[src/rtl/dmem_arbiter.sv]
// Two-requester arbiter for the single-port data memory: CPU load/store path vs debug/loader port.
// Round-robin with a bounded debug burst lock; read data returns one cycle after the grant.
//
// last_gnt | meaning
// CPU      | CPU owned the most recent granted cycle; a tie goes to debug
// DBG      | debug owned the most recent granted cycle (reset value); a tie goes to the CPU
module dmem_arbiter #(
    parameter int ADDR_W   = 6,
    parameter int DATA_W   = 16,
    parameter int LOCK_MAX = 8
) (
    input  logic              clk,
    input  logic              rst_n,
    input  logic              cpu_req,
    input  logic              cpu_we,
    input  logic [ADDR_W-1:0] cpu_addr,
    input  logic [DATA_W-1:0] cpu_wdata,
    output logic              cpu_gnt,
    output logic              cpu_stall,
    output logic              cpu_rvalid,
    input  logic              dbg_req,
    input  logic              dbg_we,
    input  logic [ADDR_W-1:0] dbg_addr,
    input  logic [DATA_W-1:0] dbg_wdata,
    input  logic              dbg_lock,
    output logic              dbg_gnt,
    output logic              dbg_rvalid,
    output logic [DATA_W-1:0] rdata,
    output logic              mem_en,
    output logic              mem_we,
    output logic [ADDR_W-1:0] mem_addr,
    output logic [DATA_W-1:0] mem_wdata,
    input  logic [DATA_W-1:0] mem_rdata
);

    localparam int CNT_W = $clog2(LOCK_MAX + 1);
    localparam logic [CNT_W-1:0] LOCK_TOP = CNT_W'(LOCK_MAX);

    typedef enum logic {
        OWNER_CPU = 1'b0,
        OWNER_DBG = 1'b1
    } owner_t;

    owner_t           last_gnt, last_gnt_nxt;
    logic [CNT_W-1:0] lock_cnt, lock_cnt_nxt;
    logic             cpu_rd_q, dbg_rd_q;
    logic             grant_cpu, grant_dbg;
    logic             lock_hold, lock_expired;

    // Grants are gated by rst_n so every output is low for the whole reset window.
    always_comb begin
        grant_cpu    = 1'b0;
        grant_dbg    = 1'b0;
        lock_expired = cpu_req && (lock_cnt == LOCK_TOP);
        lock_hold    = dbg_lock && dbg_req && (last_gnt == OWNER_DBG) && (lock_cnt < LOCK_TOP);
        if (rst_n) begin
            if (cpu_req && dbg_req) begin
                if (lock_expired)
                    grant_cpu = 1'b1;
                else if (lock_hold)
                    grant_dbg = 1'b1;
                else if (last_gnt == OWNER_DBG)
                    grant_cpu = 1'b1;
                else
                    grant_dbg = 1'b1;
            end else if (cpu_req) begin
                grant_cpu = 1'b1;
            end else if (dbg_req) begin
                grant_dbg = 1'b1;
            end
        end
    end

    always_comb begin
        last_gnt_nxt = last_gnt;
        if (grant_cpu)
            last_gnt_nxt = OWNER_CPU;
        else if (grant_dbg)
            last_gnt_nxt = OWNER_DBG;

        lock_cnt_nxt = lock_cnt;
        if (!dbg_lock || grant_cpu)
            lock_cnt_nxt = '0;
        else if (grant_dbg && cpu_req && (lock_cnt != LOCK_TOP))
            lock_cnt_nxt = lock_cnt + 1'b1;
    end

    always_ff @(posedge clk or negedge rst_n) begin
        if (!rst_n) begin
            last_gnt <= OWNER_DBG;
            lock_cnt <= '0;
            cpu_rd_q <= 1'b0;
            dbg_rd_q <= 1'b0;
        end else begin
            last_gnt <= last_gnt_nxt;
            lock_cnt <= lock_cnt_nxt;
            cpu_rd_q <= grant_cpu && !cpu_we;
            dbg_rd_q <= grant_dbg && !dbg_we;
        end
    end

    always_comb begin
        mem_en    = grant_cpu || grant_dbg;
        mem_we    = 1'b0;
        mem_addr  = '0;
        mem_wdata = '0;
        if (grant_cpu) begin
            mem_we    = cpu_we;
            mem_addr  = cpu_addr;
            mem_wdata = cpu_wdata;
        end else if (grant_dbg) begin
            mem_we    = dbg_we;
            mem_addr  = dbg_addr;
            mem_wdata = dbg_wdata;
        end
    end

    assign cpu_gnt    = grant_cpu;
    assign dbg_gnt    = grant_dbg;
    assign cpu_stall  = rst_n && cpu_req && !grant_cpu;
    assign cpu_rvalid = cpu_rd_q;
    assign dbg_rvalid = dbg_rd_q;
    assign rdata      = (cpu_rd_q || dbg_rd_q) ? mem_rdata : '0;

endmodule
[config.mk]
export PLATFORM = sky130hd
export DESIGN_NAME = dmem_arbiter
export DESIGN_NICKNAME = d
export VERILOG_FILES = /design/src/rtl/dmem_arbiter.sv
export SDC_FILE = /design/constraint.sdc
export NUM_CORES = 1
export LEC_CHECK = 0
export CORE_ASPECT_RATIO = 0.7
export CORE_MARGIN = 2
export CORE_UTILIZATION = 27
export CTS_BUF_LIST = sky130_fd_sc_hd__clkbuf_8
export CTS_CLUSTER_DIAMETER = 30
export CTS_CLUSTER_SIZE = 14
export DETAILED_ROUTE_END_ITERATION = 10
export PLACE_DENSITY_LB_ADDON = 0.2
export SYNTH_ARGS = -nofsm -noshare
export SYNTH_HDL_FRONTEND = slang
export SYNTH_SLANG_ARGS = --single-unit
[constraint.sdc]
create_clock -name clk -period 5.25 [get_ports clk]
set_input_delay 1.05 -clock clk [delete_from_list [all_inputs] [get_ports clk]]
set_output_delay 1.05 -clock clk [all_outputs]
set_load 0.05 [all_outputs]
==> results of run 1 <==
[cell usage after synthesis, drive strengths merged]
library cell / instances / area, sq um
a221oi: 1 / 26.28
a22o: 23 / 201.4
and2b: 3 / 22.52
and4: 1 / 8.760
buf: 5 / 52.55
clkbuf: 2 / 8.750
dfrtp: 6 / 150.1
dfstp: 1 / 26.28
ha: 2 / 25.02
inv: 3 / 11.26
nand2: 3 / 11.26
nand3: 3 / 15.01
nand3b: 1 / 11.26
nand4: 2 / 12.51
nand4b: 2 / 17.52
nor2: 4 / 15.01
nor2b: 18 / 120.1
nor3b: 1 / 7.510
o2111a: 1 / 11.26
o2111ai: 1 / 8.760
o21a: 1 / 7.510
o21ai: 5 / 25.02
xor2: 1 / 8.760
[worst max-delay path, cell delays in order]
cell	delay, ns
clkdlybuf4s50_1	0.62
nor2b_4	0.26
o2111a_1	0.21
buf_4	0.26
clkdlybuf4s50_1	0.85
[metal layers]
| layer | global-route usage (%) | vias to the layer above |
|---|---|---|
| met5 | 0 | - |
| met4 | 4.248 | 0 |
| met3 | 6.544 | 4 |
| met2 | 39.26 | 60 |
| met1 | 19.68 | 517 |
| li1 | - | 560 |
[registers in the layout, indices dropped and copies added (netlist names)]
register and count:
cpu_rvalid 1, dbg_rvalid 1, last_gnt 1, lock_cnt 4
[logic make-up after synthesis]
kind of cell	Yosys count	synth area share [%]
and+or+nand+nor	38	30.01
buffers and inverters	10	9.019
adders and majority gates	2	3.110
xor gates and xnor gates	1	1.089
DFF	7	21.93
AOI/OAI and AO/OA	32	34.84
[power groups by stage]
| stage | Combinational [uW] | Sequential (uW) | Clock (uW) |
|---|---|---|---|
| 3_3_place_gp | 202 | 60.7 | 0 |
| 4_1_cts | 205 | 60.2 | 73.0 |
| 6_report | 204 | 60.2 | 71.0 |
| 3_5_place_dp | 204 | 60.8 | 0 |
| 2_1_floorplan | 114 | 62.2 | 0 |
| 5_1_grt | 214 | 60.6 | 78.3 |
[path summary, 6_finish.rpt]
kind	end	slack, ns	cells past startpoint
min in group asynchronous	lock_cnt[3]$_DFFE_PN0P_	1.18	1
max reg2reg	lock_cnt[0]$_DFFE_PN0P_	3.58	6
min reg2reg	last_gnt$_DFFE_PN1P_	0.52	2
min	last_gnt$_DFFE_PN1P_	0.52	2
max	dbg_gnt	0.94	5
max in group asynchronous	last_gnt$_DFFE_PN1P_	3.70	1
[final cells by class]
class	instances	area (sq um)	share of cell area, %
sequential	7	176.4	9.276
tap	36	45.04	2.368
multi-input combinational	73	555.5	29.21
timing repair buffer	113	1069	56.18
inverter	3	11.26	0.5921
clock inverter	1	3.754	0.1974
clock buffer	3	41.29	2.171
[through the flow]
| stage | area, sq um | worst slack (ns) | hold WS (ns) |
|---|---|---|---|
| floorplan | 804.5 | 1.801 | 0.4913 |
| global placement | 1857 | 0.9840 | 0.5118 |
| detailed placement | 1857 | 0.9592 | 0.5096 |
| CTS | 1902 | 0.9498 | 0.5180 |
| global route | 1902 | 0.7831 | 0.5565 |
| finish | 1902 | 0.9413 | 0.5169 |
==> flow_summary.yaml, run 1 <==
place:
  numPortBuffers: 111
  routabilityCongestion: 0.8744
  dp.cells: 232
  hpwl_microns: 2770
cts:
  post_cts_buffers: 0
  clk_latency_ns: 0.22
  cts_hold_buf: 0
  root_buffer: "clkbuf_8"
  ctsResizeCount: 0
  clock-sinks: 7
  h-tree-depth: 1
  clkTransAtPathRegs_ns: 0.04
  cts_made_buffers: 3
  cts_tree: "yes"
  cts_buffer_depth: 2
power:
  power_uw: 335.1
  powerDensity_nw_per_um2: 176.2
  p_leak_uw: 0.0007912
  combPwrFrac_pct: 60.9
  p_int_uw: 198.5
  switching_share_pct: 40.75
  switching_power_uw: 136.6
  vdd_drop_max_v: 0.0001807
  p_clk_share_pct: 21.2
  seqPwrFrac_pct: 18.0
drt:
  wl_met1_microns: 1252
  firstDrtPassIters: 3
  wl_met2_microns: 1813
  drt-total-wl_microns: 3345
  via_per_inst: 4.835
  drt_drc_violations_left: 0
  wl_met3_microns: 255
  vias: 1141
  ant_nets: 0
  post_drt_wl_per_cell_microns: 14.17
  drtIter0Drc: 11
  top_layer: "met4"
timing:
  finClkSkew_ns: 0.003548
  slew_viol_final: 0
  tns_ns: 0
  layout_min_cycle_time_ns: 4.309
  fmax_mhz: 232.1
  final.period_utilization_pct: 82.07
  tightest_slew_ns: 0.9078
  finalSetupViolCount: 0
  hold_viol: 0
  grt_setup_unrepaired: "false"
  slew_headroom_pct: 39.26
layout:
  drive_gt1_share_pct: 16.00
  syn_to_final_growth_pct: 136.4
  finalNetCount: 270
  utilization_pct: 67.38
  final_common_cell: "clkdlybuf4s50_1"
  n_antenna_cell: 0
  most-common-layout-cells: "clkdlybuf4s50_1 (88), buf_4 (25), a22o_1 (23)"
  finalNonFillerCells: 236
  fill_cells: 234
synth:
  yosysWarnings: 0
  yosysSeqAreaShare_pct: 21.93
  synth_cells: 90
  synthesis.nets: 159
  ys_types: 26
  synth_seq_cells: 7
  avgSynthCellArea_sq_um: 8.939
  syn-cell-area_sq_um: 804.5
hold_path:
  hp-class: "register to register"
  min_from: "last_gnt$_DFFE_PN1P_"
die:
  die_w_microns: 69.25
  start_util_pct: 28.50
  die-area_sq_um: 3439
  std_cell_rows: 16
  core_area_sq_um: 2823
  die_h_microns: 49.67
  io_pins: 112
grt:
  track_usage_pct: 19.61
  antenna_found_initial: 0
  grt_pass1_wl_microns: 5444
  grt_max_degree: 27
  first_global_vias: 1174
  overflow: 0
worst_setup_path:
  start_kind: "primary input"
  crit_fanout: 26
  required_ns: 4.20
  cp-end-kind: "output port"
  cp.arrival_ns: 3.26
  critPathKind: "primary input to output port"
  timing.rr.start: "lock_cnt[0]$_DFFE_PN0P_"
  worstSetupStartpoint: "dbg_lock"
status:
  status: "complete, no violations"
flow_run:
  drv_cap: 0
Note: power is estimated with default switching activity, not from simulation.
==> inputs of run 2 (changes only) <==
--- a/config.mk
+++ b/config.mk
@@ -7,7 +7,7 @@
 export LEC_CHECK = 0
 export CORE_ASPECT_RATIO = 0.7
 export CORE_MARGIN = 2
-export CORE_UTILIZATION = 27
+export CORE_UTILIZATION = 22
 export CTS_BUF_LIST = sky130_fd_sc_hd__clkbuf_8
 export CTS_CLUSTER_DIAMETER = 30
 export CTS_CLUSTER_SIZE = 14
==> constraint.sdc (replaced) <==
create_clock -name clk -period 3.8 [get_ports clk]
set_input_delay 0.76 -clock clk [delete_from_list [all_inputs] [get_ports clk]]
set_output_delay 0.76 -clock clk [all_outputs]
set_load 0.05 [all_outputs]
==> flow_summary.yaml, run 2 (same netlist as run 1, synthesis figures left out) <==
worst_setup_path:
  ff2ff_setup_slack_ns: 2.16
  required_ns: 3.04
  crit_fanout: 27
  cp.arrival_ns: 2.58
  critPathKind: "primary input to output port"
  cp-end-kind: "output port"
  start_kind: "primary input"
  reg2regPathDepth: 6
  timing.rr.start: "lock_cnt[0]$_DFFE_PN0P_"
  r2r_end: "lock_cnt[2]$_DFFE_PN0P_"
status:
  status: "complete, no violations"
drt:
  vias: 1144
  ant_nets: 0
  drtIter0Drc: 29
  drt_drc_violations_left: 0
  firstDrtPassIters: 3
  via_per_inst: 4.558
  drt-total-wl_microns: 3422
  post_drt_wl_per_cell_microns: 13.63
timing:
  tightest_slew_ns: 0.9227
  slew_viol_final: 0
  final.period_utilization_pct: 88.02
  slew_headroom_pct: 38.26
  hold_viol: 0
  grt_setup_unrepaired: "false"
  hold_slack_ns: 0.5280
  tns_ns: 0
  finalSetupViolCount: 0
  fmax_mhz: 299.0
  finClkSkew_ns: 0.005014
  layout_min_cycle_time_ns: 3.345
grt:
  grt_pass1_wl_microns: 4892
  overflow: 0
  track_usage_pct: 15.32
  grt_max_degree: 28
  antenna_found_initial: 0
  first_global_vias: 1062
die:
  die_w_microns: 76.28
  start_util_pct: 22.90
  core_area_sq_um: 3513
  io_pins: 112
  die_h_microns: 54.60
  std_cell_rows: 18
  die-area_sq_um: 4165
place:
  routabilityCongestion: 0.6994
  dp.cells: 247
  placed_area_sq_um: 2187
  hpwl_microns: 2949
  numPortBuffers: 111
layout:
  drive_gt1_share_pct: 17.91
  final_common_cell: "clkdlybuf4s50_1"
  fill_cells: 301
  finalNonFillerCells: 251
  n_antenna_cell: 0
  finalInstanceArea_sq_um: 2232
  seqCellArea_sq_um: 176.4
  most-common-layout-cells: "clkdlybuf4s50_1 (85), buf_12 (25), a22o_1 (23)"
  largest_reg_flops: 4
  top_register: "lock_cnt"
  finalNetCount: 271
  syn_to_final_growth_pct: 177.4
  multiInputGateArea_sq_um: 555.5
cts:
  post_cts_buffers: 0
  cts_made_buffers: 3
  clock-sinks: 7
  ctsResizeCount: 0
  cts_hold_buf: 0
  h-tree-depth: 1
  cts_buffer_depth: 2
  cts_tree: "yes"
  clkTransAtPathRegs_ns: 0.04
  clk_latency_ns: 0.23
  root_buffer: "clkbuf_8"
power:
  vdd_drop_max_v: 0.0001377
  powerDensity_nw_per_um2: 235.3
  power_uw: 525.2
  p_leak_uw: 0.0008845
flow_run:
  drv_cap: 0
hold_path:
  min_from: "last_gnt$_DFFE_PN1P_"
  hp-class: "register to register"
  hold_depth: 2
  hold_end: "last_gnt$_DFFE_PN1P_"
## run 2: changes by cell type in the layout (fill, tap and decap cells not counted)
cell | before | now
buf_12 | 0 | 25
buf_4 | 25 | 4
clkdlybuf4s50_1 | 88 | 85
## run 2: worst max path at each step
stage,slack (ns),end,startpoint
3_5_place_dp,0.45,mem_wdata[12],cpu_req
6_report,0.46,mem_wdata[12],cpu_req
2_1_floorplan,0.93,mem_wdata[10],cpu_req
3_3_place_gp,0.56,mem_wdata[11],dbg_lock
5_1_grt,0.32,mem_wdata[12],cpu_req
4_1_cts,0.45,mem_wdata[12],cpu_req
## run 2: per-layer routing
layer,global-route usage [%],vias to the layer above,routed length [microns]
met5,0,-,0
met4,5.455,0,21
met3,6.766,2,347
met2,27.88,66,1792
met1,16.47,516,1261
li1,-,560,-
## run 2: layout make-up
| cell class | count | area share (%) |
|---|---|---|
| inverter | 3 | 0.5045 |
| clock inverter | 1 | 0.1682 |
| tap | 50 | 2.803 |
| sequential | 7 | 7.904 |
| clock buffer | 3 | 1.850 |
| multi-input combinational | 73 | 24.89 |
| timing repair buffer | 114 | 61.88 |
## run 2: stage by stage
stage	util, %	setup slack [ns]
2_1_floorplan	-	0.9308
3_3_place_gp	62.25	0.5630
3_5_place_dp	62.25	0.4518
4_1_cts	63.53	0.4520
5_1_grt	63.53	0.3229
6_report	63.53	0.4551
## run 2: report_power, final
group	leakage (uW)	internal (uW)	switching, uW
registers	0.0000933	79.8	3.11
logic	0.000764	172	168
clock network	0.0000269	69.8	32.4
total	0.000885	322	203
## run 2: worst max-delay path, cell delays in order
cell	delay, ns
clkdlybuf4s50_1	0.63
nand2_1	0.22
a221oi_4	0.23
buf_4	0.33
a22o_1	0.25
buf_12	0.15
